===== src/rtl/cpu24_pkg.sv =====
// Shared constants and state encoding for the 24-bit CPU data-side blocks.
package cpu24_pkg;
  localparam int CPU_WIDTH = 24;
  localparam int SB_DEPTH  = 4;

  typedef enum logic [1:0] {
    IDLE     = 2'd0,
    DRAINING = 2'd1,
    FLUSHING = 2'd2
  } sb_state_e;
endpackage


===== src/rtl/store_buffer_if.sv =====
// CPU-side and memory-side signals of the store buffer, grouped as one bundle.
interface store_buffer_if
  import cpu24_pkg::*;
#(
  parameter int WIDTH = CPU_WIDTH,
  parameter int DEPTH = SB_DEPTH
);
  logic                     CpuStore;
  logic                     CpuLoad;
  logic [WIDTH-1:0]         CpuAddress;
  logic [WIDTH-1:0]         CpuWriteData;
  logic                     Flush;
  logic                     StoreReady;
  logic [WIDTH-1:0]         LoadData;
  logic                     LoadStall;
  logic [WIDTH-1:0]         MemAddress;
  logic [WIDTH-1:0]         MemWriteData;
  logic                     MemWrite;
  logic                     MemRead;
  logic [WIDTH-1:0]         MemReadData;
  logic                     Empty;
  logic                     Full;
  logic [$clog2(DEPTH):0]   Count;

  modport slave (
    input  CpuStore, CpuLoad, CpuAddress, CpuWriteData, Flush, MemReadData,
    output StoreReady, LoadData, LoadStall, MemAddress, MemWriteData,
           MemWrite, MemRead, Empty, Full, Count
  );

  modport master (
    output CpuStore, CpuLoad, CpuAddress, CpuWriteData, Flush, MemReadData,
    input  StoreReady, LoadData, LoadStall, MemAddress, MemWriteData,
           MemWrite, MemRead, Empty, Full, Count
  );
endinterface


===== src/rtl/store_buffer_fifo.sv =====
// Pending-store storage: circular entry array, head/tail pointers and occupancy.
// Entries are presented oldest-first so the parent can scan them by age.
module store_buffer_fifo
  import cpu24_pkg::*;
#(
  parameter int DEPTH = SB_DEPTH,
  parameter int WIDTH = CPU_WIDTH
) (
  input  logic                   clk_i,
  input  logic                   rst_i,
  input  logic                   push_i,
  input  logic [WIDTH-1:0]       push_addr_i,
  input  logic [WIDTH-1:0]       push_data_i,
  input  logic                   pop_i,
  output logic [WIDTH-1:0]       age_addr_o [DEPTH],
  output logic [WIDTH-1:0]       age_data_o [DEPTH],
  output logic [DEPTH-1:0]       age_vld_o,
  output logic [$clog2(DEPTH):0] count_o
);
  localparam int PW = $clog2(DEPTH);
  localparam int CW = PW + 1;

  logic [PW-1:0]    head_q, head_d, tail_q, tail_d;
  logic [CW-1:0]    count_q, count_d;
  logic [DEPTH-1:0] vld_q, vld_d;
  logic [WIDTH-1:0] addr_q [DEPTH];
  logic [WIDTH-1:0] data_q [DEPTH];

  always_comb begin
    head_d  = head_q;
    tail_d  = tail_q;
    count_d = count_q;
    vld_d   = vld_q;
    if (push_i) begin
      vld_d[tail_q] = 1'b1;
      tail_d        = tail_q + PW'(1);
    end
    if (pop_i) begin
      vld_d[head_q] = 1'b0;
      head_d        = head_q + PW'(1);
    end
    case ({push_i, pop_i})
      2'b10:   count_d = count_q + CW'(1);
      2'b01:   count_d = count_q - CW'(1);
      default: count_d = count_q;
    endcase
  end

  always_ff @(posedge clk_i or posedge rst_i) begin
    if (rst_i) begin
      head_q  <= '0;
      tail_q  <= '0;
      count_q <= '0;
      vld_q   <= '0;
    end else begin
      head_q  <= head_d;
      tail_q  <= tail_d;
      count_q <= count_d;
      vld_q   <= vld_d;
    end
  end

  // Payload needs no reset: an entry is only visible through its valid bit.
  always_ff @(posedge clk_i) begin
    if (push_i) begin
      addr_q[tail_q] <= push_addr_i;
      data_q[tail_q] <= push_data_i;
    end
  end

  always_comb begin
    logic [PW-1:0] idx;
    idx = '0;
    for (int i = 0; i < DEPTH; i++) begin
      idx           = head_q + PW'(i);
      age_addr_o[i] = addr_q[idx];
      age_data_o[i] = data_q[idx];
      age_vld_o[i]  = vld_q[idx];
    end
  end

  assign count_o = count_q;
endmodule


===== src/rtl/store_buffer.sv =====
// CPU store buffer: queues stores, drains them to memory when the port is free,
// forwards exact-address loads and stalls loads that partially overlap a pending store.
module store_buffer
  import cpu24_pkg::*;
#(
  parameter int DEPTH = SB_DEPTH,
  parameter int WIDTH = CPU_WIDTH
) (
  input  logic         Clock,
  input  logic         Reset,
  store_buffer_if.slave bus
);
  localparam int CW = $clog2(DEPTH) + 1;

  sb_state_e        state_q, state_d;
  logic [WIDTH-1:0] age_addr [DEPTH];
  logic [WIDTH-1:0] age_data [DEPTH];
  logic [DEPTH-1:0] age_vld;
  logic [CW-1:0]    count;
  logic             empty, full, store_rdy;
  logic             push, pop, load_v, raw_stall, port_load, mem_rd;
  logic             fwd_hit, ovl;
  logic [WIDTH-1:0] fwd_data;

  function automatic logic addr_near(input logic [WIDTH-1:0] a, input logic [WIDTH-1:0] b);
    logic [WIDTH-1:0] d;
    d = (a > b) ? (a - b) : (b - a);
    return (d == WIDTH'(1)) || (d == WIDTH'(2));
  endfunction

  store_buffer_fifo #(.DEPTH(DEPTH), .WIDTH(WIDTH)) u_fifo (
    .clk_i       (Clock),
    .rst_i       (Reset),
    .push_i      (push),
    .push_addr_i (bus.CpuAddress),
    .push_data_i (bus.CpuWriteData),
    .pop_i       (pop),
    .age_addr_o  (age_addr),
    .age_data_o  (age_data),
    .age_vld_o   (age_vld),
    .count_o     (count)
  );

  assign empty     = (count == '0);
  assign full      = (count == CW'(DEPTH));
  assign store_rdy = !Reset && !full && (state_q != FLUSHING);
  assign push      = bus.CpuStore && store_rdy;

  // Oldest-to-youngest scan: a younger exact match hides older partial overlaps.
  always_comb begin
    fwd_hit  = 1'b0;
    fwd_data = '0;
    ovl      = 1'b0;
    for (int i = 0; i < DEPTH; i++) begin
      if (age_vld[i]) begin
        if (age_addr[i] == bus.CpuAddress) begin
          fwd_hit  = 1'b1;
          fwd_data = age_data[i];
          ovl      = 1'b0;
        end else if (addr_near(age_addr[i], bus.CpuAddress)) begin
          ovl = 1'b1;
        end
      end
    end
  end

  // A store+load from the CPU still reserves the port so stores can pile up behind it.
  always_comb begin
    load_v    = bus.CpuLoad && !bus.CpuStore && !Reset;
    raw_stall = (state_q == FLUSHING) || ovl;
    port_load = bus.CpuLoad && !raw_stall;
    mem_rd    = load_v && !raw_stall;
    pop       = !Reset && !empty && !port_load;
  end

  always_comb begin
    bus.StoreReady   = store_rdy;
    bus.Empty        = empty;
    bus.Full         = full;
    bus.Count        = count;
    bus.MemRead      = mem_rd;
    bus.MemWrite     = pop;
    bus.LoadStall    = load_v && raw_stall;
    bus.MemAddress   = '0;
    bus.MemWriteData = '0;
    bus.LoadData     = '0;
    if (mem_rd) begin
      bus.MemAddress = bus.CpuAddress;
      bus.LoadData   = fwd_hit ? fwd_data : bus.MemReadData;
    end else if (pop) begin
      bus.MemAddress   = age_addr[0];
      bus.MemWriteData = age_data[0];
    end
  end

  always_ff @(posedge Clock or posedge Reset) begin
    if (Reset) state_q <= IDLE;
    else       state_q <= state_d;
  end

  always_comb begin
    state_d = state_q;
    case (state_q)
      IDLE:     if (push) state_d = DRAINING;
      DRAINING: if (pop && !push && (count == CW'(1))) state_d = IDLE;
      FLUSHING: if (empty || (pop && (count == CW'(1)))) state_d = IDLE;
      default:  state_d = IDLE;
    endcase
    if (bus.Flush) state_d = FLUSHING;
  end
endmodule


===== src/flat_wrapper.sv =====
// flat-port wrapper written by rule: the top's interface ports become plain ports
module store_buffer_flat import cpu24_pkg::*;
#(
  parameter int DEPTH = SB_DEPTH,
  parameter int WIDTH = CPU_WIDTH
)
  (Clock, Reset, bus_CpuStore, bus_CpuLoad, bus_CpuAddress, bus_CpuWriteData, bus_Flush, bus_MemReadData, bus_StoreReady, bus_LoadData, bus_LoadStall, bus_MemAddress, bus_MemWriteData, bus_MemWrite, bus_MemRead, bus_Empty, bus_Full, bus_Count);
  store_buffer_if #(.WIDTH(WIDTH), .DEPTH(DEPTH)) bus_i ();
  input  logic Clock;
  input  logic Reset;
  input wire logic [$bits(bus_i.CpuStore)-1:0] bus_CpuStore;
  input wire logic [$bits(bus_i.CpuLoad)-1:0] bus_CpuLoad;
  input wire logic [$bits(bus_i.CpuAddress)-1:0] bus_CpuAddress;
  input wire logic [$bits(bus_i.CpuWriteData)-1:0] bus_CpuWriteData;
  input wire logic [$bits(bus_i.Flush)-1:0] bus_Flush;
  input wire logic [$bits(bus_i.MemReadData)-1:0] bus_MemReadData;
  output wire logic [$bits(bus_i.StoreReady)-1:0] bus_StoreReady;
  output wire logic [$bits(bus_i.LoadData)-1:0] bus_LoadData;
  output wire logic [$bits(bus_i.LoadStall)-1:0] bus_LoadStall;
  output wire logic [$bits(bus_i.MemAddress)-1:0] bus_MemAddress;
  output wire logic [$bits(bus_i.MemWriteData)-1:0] bus_MemWriteData;
  output wire logic [$bits(bus_i.MemWrite)-1:0] bus_MemWrite;
  output wire logic [$bits(bus_i.MemRead)-1:0] bus_MemRead;
  output wire logic [$bits(bus_i.Empty)-1:0] bus_Empty;
  output wire logic [$bits(bus_i.Full)-1:0] bus_Full;
  output wire logic [$bits(bus_i.Count)-1:0] bus_Count;
  assign bus_i.CpuStore = bus_CpuStore;
  assign bus_i.CpuLoad = bus_CpuLoad;
  assign bus_i.CpuAddress = bus_CpuAddress;
  assign bus_i.CpuWriteData = bus_CpuWriteData;
  assign bus_i.Flush = bus_Flush;
  assign bus_i.MemReadData = bus_MemReadData;
  assign bus_StoreReady = bus_i.StoreReady;
  assign bus_LoadData = bus_i.LoadData;
  assign bus_LoadStall = bus_i.LoadStall;
  assign bus_MemAddress = bus_i.MemAddress;
  assign bus_MemWriteData = bus_i.MemWriteData;
  assign bus_MemWrite = bus_i.MemWrite;
  assign bus_MemRead = bus_i.MemRead;
  assign bus_Empty = bus_i.Empty;
  assign bus_Full = bus_i.Full;
  assign bus_Count = bus_i.Count;
  store_buffer #(.DEPTH(DEPTH), .WIDTH(WIDTH)) u_core (.Clock(Clock), .Reset(Reset), .bus(bus_i));
endmodule

===== config.mk =====
export PLATFORM = sky130hd
export DESIGN_NAME = store_buffer_flat
export DESIGN_NICKNAME = d
export VERILOG_FILES = /design/src/rtl/cpu24_pkg.sv /design/src/rtl/store_buffer_if.sv /design/src/rtl/store_buffer_fifo.sv /design/src/rtl/store_buffer.sv /design/src/flat_wrapper.sv
export SDC_FILE = /design/constraint.sdc
export NUM_CORES = 1
export LEC_CHECK = 0
export CORE_MARGIN = 3
export CORE_UTILIZATION = 60
export CTS_BUF_LIST = sky130_fd_sc_hd__clkbuf_4
export CTS_CLUSTER_DIAMETER = 30
export CTS_CLUSTER_SIZE = 25
export DETAILED_ROUTE_END_ITERATION = 16
export PLACE_DENSITY = 0.81
export SLEW_MARGIN = 25
export SYNTH_ARGS = -nofsm -noshare
export SYNTH_HDL_FRONTEND = slang
export SYNTH_SLANG_ARGS = --single-unit

===== constraint.sdc =====
create_clock -name Clock -period 13.5 [get_ports Clock]
set_input_delay 2.7 -clock Clock [delete_from_list [all_inputs] [get_ports Clock]]
set_output_delay 2.7 -clock Clock [all_outputs]
set_load 0.01 [all_outputs]

# Yosys cells after proc, flatten, opt, wreduce, memory -nomap -nowiden
# Memories as Yosys holds them, arrays and structs flattened.
# Index checks and enable logic that the tools add are counted.
[op_classes]
muxes = 60
eq_ne = 22
addsub = 14
bitwise_logic = 3
n_lt_le_gt_ge = 11
n_reduce_logical = 32
[ops]
columns = ["op", "count"]
rows = [
  ["2-to-1 mux 24 bit", 18],
  ["subtractor 24 bit", 8],
  ["equality test 24 x 1 -> 1 bit, second input constant", 4],
  ["equality test 24 x 2 -> 1 bit, second input constant", 4],
  ["equality test 24 bit", 4],
  ["> comparator 24 bit", 4],
  ["2-to-1 mux 1 bit", 28],
  ["logical AND 1 bit", 15],
  ["less-than comparator 2 x 3 -> 1 bit, second input constant", 5],
  ["binary-select mux 1 bit (select 2 bit)", 4],
  ["2-to-1 mux 2 bit", 4],
  ["2-to-1 mux 4 bit", 2],
  ["zero test 1 bit", 7],
  ["logical OR 1 bit", 6],
  ["inequality test 3 x 2 -> 1 bit, second input constant", 2],
  ["one-hot mux 2 bit (3 select lines)", 1],
  ["one-hot mux 3 bit (2 select lines)", 1],
  ["adder 2 x 1 -> 2 bit, second input constant", 2],
  ["adder 2 bit, second input constant", 2],
  ["bitwise AND 4 bit", 1],
  ["demux 1 bit (select 2 bit)", 2],
  ["equality test 2 x 1 -> 1 bit, second input constant", 2],
  ["equality test 2 bit, second input constant", 2],
  ["greater-or-equal comparator 2 x 1 -> 1 bit, second input constant", 2],
  ["other kinds (12)", 12],
]
[totals]
output_inout_bits = 81
elab_cells = 149
n_memories = 2
reg_bits = 13
ramBits = 192
[memory_table]
columns = ["name", "depth", "word_bits", "rd", "rd_ports_with_merged_regs", "write_ports", "line_no", "source"]
rows = [
  ["u_core.u_fifo.addr_q", 4, 24, 4, 0, 1, "store_buffer_fifo.sv:26", "logic [WIDTH-1:0] addr_q [DEPTH];"],
  ["u_core.u_fifo.data_q", 4, 24, 4, 0, 1, "store_buffer_fifo.sv:27", "logic [WIDTH-1:0] data_q [DEPTH];"],
]

# Longest topological paths before layout
# An unclocked memory read counts as a cell.
[logic_depth]
word_depth = 27
mapped_depth = 35

# Cells and area by module
# From an unflattened synthesis, not the netlist that was laid out.
[hier_totals]
cells_unflattened = 2544
area_unflattened_um2 = 24658.6
[modules_own_cells]
columns = ["module", "area_each_um2", "cells_each", "n_inst"]
rows = [
  ["store_buffer", 13586.8, 2062, 1],
  ["store_buffer_fifo", 11071.9, 482, 1],
]

# Worst setup path before layout
# No wires, ideal clock.
[synth_path]
kind = "register to output"
startpoint = "register u_core.u_fifo.head_q[0]"
endpoint = "output port bus_LoadData[10]"
n_path_buf = 13
required_ns = 10.800
stages_incl_launch_ff = 31
arrival_ns = 8.499
slack_ns = 2.301
cell_sequence = "dfrtp_1 -> clkbuf_1 -> clkbuf_1 -> buf_1 -> clkbuf_1 -> buf_1 -> inv_1 -> ha_1 -> clkbuf_1 -> clkbuf_1 -> clkbuf_1 -> buf_1 -> mux4_2 -> ha_1 -> clkbuf_1 -> a21oi_1 -> nand2_1 -> o21ai_0 -> a21oi_1 -> o21ai_4 -> buf_2 -> mux2_2 -> o31ai_1 -> xor2_1 -> a21oi_1 -> nand4_1 -> a41oi_2 -> nor3_1 -> buf_2 -> buf_2 -> o211a_1"
[synth_via]
elab_chain_cells = 21
[synth_rtl]
columns = ["element", "line_no", "source"]
rows = [
  ["start, declared", "store_buffer_fifo.sv:23", "logic [PW-1:0] head_q, head_d, tail_q, tail_d;"],
  ["start signal, assigned", "store_buffer_fifo.sv:51", "head_q <= '0;"],
  ["start signal, assigned", "store_buffer_fifo.sv:56", "head_q <= head_d;"],
  ["memory (4 x 24 bit)", "--", ""],
  ["subtractor 24 bit / > comparator 24 bit (equally long branches)", "store_buffer.sv:27", "d = (a > b) ? (a - b) : (b - a);"],
  ["2-to-1 mux 24 bit", "store_buffer.sv:27", ""],
  ["equality test 24 x 1 -> 1 bit / equality test 24 x 2 -> 1 bit (equally long branches)", "store_buffer.sv:28", "return (d == WIDTH'(1)) || (d == WIDTH'(2));"],
  ["logical OR 1 bit", "store_buffer.sv:28", ""],
  ["2-to-1 mux 1 bit", "store_buffer.sv:60", "end else if (addr_near(age_addr[i], bus.CpuAddress)) begin"],
  ["2-to-1 mux 1 bit", "store_buffer.sv:56", "if (age_addr[i] == bus.CpuAddress) begin"],
  ["2-to-1 mux 1 bit", "store_buffer.sv:55", "if (age_vld[i]) begin"],
  ["[... 5 more ...]", "--", ""],
  ["2-to-1 mux 1 bit", "store_buffer.sv:55", ""],
  ["2-to-1 mux 1 bit", "store_buffer.sv:60", ""],
  ["2-to-1 mux 1 bit", "store_buffer.sv:56", ""],
  ["2-to-1 mux 1 bit", "store_buffer.sv:55", ""],
  ["logical OR 1 bit", "store_buffer.sv:70", "raw_stall = (state_q == FLUSHING) || ovl;"],
  ["zero test 1 bit", "store_buffer.sv:72", "mem_rd = load_v && !raw_stall;"],
  ["logical AND 1 bit", "store_buffer.sv:72", ""],
  ["2-to-1 mux 24 bit *", "store_buffer.sv:87", "if (mem_rd) begin"],
  ["end, declared", "flat_wrapper.sv:18", "output wire logic [$bits(bus_i.LoadData)-1:0] bus_LoadData;"],
]
# Every way passes the cells marked *; elsewhere a longest branch is shown, timed or not. The select of a mux whose other input is x is not followed.

# Final worst setup path
[layout_path]
startpoint = "input port bus_CpuAddress[1]"
endpoint = "output port bus_MemAddress[14]"
[layout_via]
elab_chain_cells = 23
[layout_rtl]
columns = ["element", "line_no", "source"]
rows = [
  ["start, declared", "flat_wrapper.sv:13", "input wire logic [$bits(bus_i.CpuAddress)-1:0] bus_CpuAddress;"],
  ["subtractor 24 bit / > comparator 24 bit (equally long branches)", "store_buffer.sv:27", ""],
  ["2-to-1 mux 24 bit", "store_buffer.sv:27", ""],
  ["equality test 24 x 1 -> 1 bit / equality test 24 x 2 -> 1 bit (equally long branches)", "store_buffer.sv:28", ""],
  ["logical OR 1 bit", "store_buffer.sv:28", ""],
  ["2-to-1 mux 1 bit", "store_buffer.sv:60", ""],
  ["2-to-1 mux 1 bit", "store_buffer.sv:56", ""],
  ["2-to-1 mux 1 bit", "store_buffer.sv:55", ""],
  ["2-to-1 mux 1 bit", "store_buffer.sv:60", ""],
  ["[... 7 more ...]", "--", ""],
  ["2-to-1 mux 1 bit *", "store_buffer.sv:55", ""],
  ["logical OR 1 bit *", "store_buffer.sv:70", ""],
  ["zero test 1 bit *", "store_buffer.sv:71, store_buffer.sv:72", ""],
  ["logical AND 1 bit", "store_buffer.sv:71", "port_load = bus.CpuLoad && !raw_stall;"],
  ["zero test 1 bit", "store_buffer.sv:73", "pop = !Reset && !empty && !port_load;"],
  ["logical AND 1 bit", "store_buffer.sv:73", ""],
  ["2-to-1 mux 24 bit", "store_buffer.sv:90", "end else if (pop) begin"],
  ["2-to-1 mux 24 bit *", "store_buffer.sv:87", ""],
  ["end, declared", "flat_wrapper.sv:20", "output wire logic [$bits(bus_i.MemAddress)-1:0] bus_MemAddress;"],
]
# Every way passes the cells marked *; elsewhere a longest branch is shown, timed or not.

==> metrics.cfg <==
[outcome]
status = complete, no violations

[drt]
drc_errors = 0
drt-wirelength-per-cell_um = 28.3
via_per_inst = 7.26
dr.pass1.iters = 6
wl_um = 85200
ant_nets = 0
vias = 21868
first_iter_violations = 2934

[critical_path]
crit_type = primary input to primary output
crit_path_end_kind = primary output
worst-r2r-setup-slack_ns = 5.11
required_ns = 10.80
cp.arrival_ns = 9.92
worstSetupEndpoint = bus_MemAddress[14]
r2r-start = u_core.u_fifo.head_q[1]$_DFFE_PP0N_
rr_worst_depth = 21
start_kind = primary input
critPathMaxFanout = 45
startpoint = bus_CpuAddress[1]
regToRegEndpoint = u_core.u_fifo.count_o[2]$_DFFE_PP0P_

[place]
gp_congestion = 1.02
port_buffers = 157
postPlaceCellArea_um2 = 25300
hpwl_um = 63100

[pwr]
leakage_uw = 0.0105
irDropWorstVdd_v = 0.000165
power_density_nw_per_um2 = 281

[die]
die_w_um = 204
fp.dieH_um = 204
die-area_um2 = 41500
boundaryPins = 158
fp-row-count = 71
core_um2 = 38100
initial_core_util_pct = 61.5

[sta]
fin_tns_setup_ns = 0
hold_viol_final = 0
setup_viol = 0
period_share_pct = 93.5
max_freq_mhz = 79.3
min_period_ns = 12.62
maxSlewHeadroom_pct = 35.9
tightest_slew_ns = 0.961
maxSlewViolCount = 0
rsz0062_at_grt = false
clock_skew_ns = 0.0593

[flow_run]
drv_cap = 0

[yosys]
synth-seq-cells = 205
synthMostInstantiatedCell = a21oi_1
synth_cell_type_count = 86
synthTopCellsByArea = edfxtp_1 (25%), mux4_2 (19%), ha_1 (11%)
synth_top_area_share_pct = 24.6
yosys.area.top_type = edfxtp_1
syn_area_per_cell_um2 = 9.84
synthFlopType = edfxtp_1
ys_seq_area_share_pct = 26.0
yosys_warnings = 0
synth_async_sr_flop_share_pct = 6.34
syn_nets = 2670
postSynthCellCount = 2384
ys_top_cells_by_count = a21oi_1 (213), ha_1 (201), mux4_2 (197)
synth_edf_count = 192
syn_area_um2 = 23500

[clock_network]
clk_pin_slew_ns = 0.09
ctsHoldBuffers = 0
clk_latency_ns = 0.80
cts_tree = done
max-clock-path-buffers = 3
root_buffer = clkbuf_4
cts_resized = 0
cts.sinks = 205
htreeDepth = 2
numCtsBuffers = 45
post_cts_buffers = 0

[finish]
num-nets-final = 2751
fin_area_um2 = 26100
syn2layout_area_growth_pct = 11.2
drive_gt1_share_pct = 14.0

[grt]
grt_max_degree = 58
grt_pass1_wl_um = 129000
grt-ovfl-total = 0
grt_pass1_vias = 21049
antenna_found_initial = 4
grt.total_usage_pct = 40.7

[min_path]
hp-start = u_core.state_q[1]$_DFFE_PP0P_
min-delay-path-class = flip-flop to flip-flop

## sequential cells by signal (all words and copies together), names as in the netlist
signal	flops
u_core.u_fifo.data_q	96
u_core.u_fifo.count_o	3
u_core.state_q	2
u_core.u_fifo.tail_q	2
u_core.u_fifo.vld_q	4
u_core.u_fifo.head_q	2
u_core.u_fifo.addr_q	96
## worst min path at each step
stage / endpoint / slack (ns) / cells past startpoint
CTS: u_core.state_q[0]$_DFFE_PP0P_ / 0.45 / 1
detailed placement: u_core.state_q[0]$_DFFE_PP0P_ / 0.43 / 1
floorplan: u_core.state_q[0]$_DFFE_PP0P_ / 0.41 / 1
global placement: u_core.state_q[0]$_DFFE_PP0P_ / 0.41 / 1
finish: u_core.state_q[0]$_DFFE_PP0P_ / 0.44 / 1
global route: u_core.state_q[0]$_DFFE_PP0P_ / 0.49 / 1
## where the power goes
group | switching [uW] | internal [uW]
Combinational | 3450 | 2350
Sequential | 103 | 741
Clock | 302 | 378
Total | 3860 | 3470
## metal layers
layer	wire length (um)	global-route usage, %
met3	10200	9.03
met2	38000	62.0
met5	28	0
met4	5150	21.2
met1	31800	55.0
## final cells by class
cell class	count	area (um2)
Antenna cell	2	5.00
Clock buffer	47	353
Clock inverter	34	460
Fill cell	2799	12000
Inverter	167	627
Multi-Input combinational cell	1856	16100
Sequential cell	205	6100
Tap cell	511	639
Timing Repair Buffer	190	1830
## layout by cell type, fill, tap and decap left out, types with 8 or more instances in the layout
cell | Yosys | layout
o31a_1 | 9 | 8
nand4_1 | 46 | 46
o21bai_1 | 19 | 19
a21oi_1 | 213 | 213
nand3_1 | 34 | 34
a31oi_1 | 10 | 10
nand2b_1 | 14 | 14
xnor2_1 | 55 | 55
nor3_1 | 32 | 31
o211a_1 | 26 | 26
mux4_2 | 197 | 197
a211oi_1 | 27 | 27
nor2b_1 | 22 | 22
nor2_1 | 137 | 137
nor4_1 | 14 | 14
and3_1 | 13 | 9
dfrtp_1 | 13 | 11
o21ai_0 | 166 | 166
o21a_1 | 29 | 29
edfxtp_1 | 192 | 192
bufinv_16 | 0 | 10
o211ai_1 | 25 | 25
xor2_1 | 34 | 34
o31ai_1 | 9 | 9
fa_1 | 8 | 8
nand2_1 | 179 | 179
ha_1 | 201 | 200
or3_1 | 14 | 14
a22o_1 | 24 | 24
a221oi_1 | 9 | 9
buf_4 | 5 | 32
inv_1 | 167 | 167
a21boi_0 | 10 | 10
mux2i_1 | 49 | 49
clkdlybuf4s50_1 | 0 | 157
o2111ai_1 | 8 | 8
and2_1 | 33 | 33
a21o_1 | 68 | 68
clkbuf_4 | 0 | 47
## per-stage QoR
step                worst slack, ns  utilization (%)  hold slack (ns)  total power, uW  instances
finish                        0.883             68.4            0.443             7330       3012
global route                  0.734             68.4            0.492             7750       3011
CTS                            1.27             68.4            0.447             7170       3010
detailed placement             1.29             66.3            0.432             6440       2929
global placement               1.52             66.3            0.415             6410       2929
floorplan                      2.30                -            0.409             4930       2384
## worst max-delay path, cell delays in order
cell and delay (ns):
clkdlybuf4s50_1 0.94, inv_1 0.46, fa_1 0.56, nor2b_1 0.20, o2111ai_1 0.36, a211oi_1 0.66, o21ai_0 0.32, a311oi_1 0.37
xor2_1 0.17, a2111o_1 0.12, nor3_1 0.06, a41oi_1 0.41, or3_1 0.22, a41oi_2 0.25, nor3_2 0.60, buf_4 0.58
a22o_1 0.23, clkdlybuf4s50_1 0.59
## cell families (layout without fill, tap and decap cells)
logic type,Yosys count,after routing,share of synthesized area [%]
AOI/OAI and AO/OA,737,737,20.7
and+or+nand+nor,567,567,11.6
other,0,2,0
xor gates and xnor gates,89,89,3.32
muxes,254,254,21.4
buffers and inverters,323,438,5.65
adders and majority gates,209,209,11.4
DFF,205,205,26.0
No activity file was read; power rests on OpenSTA's default activity.
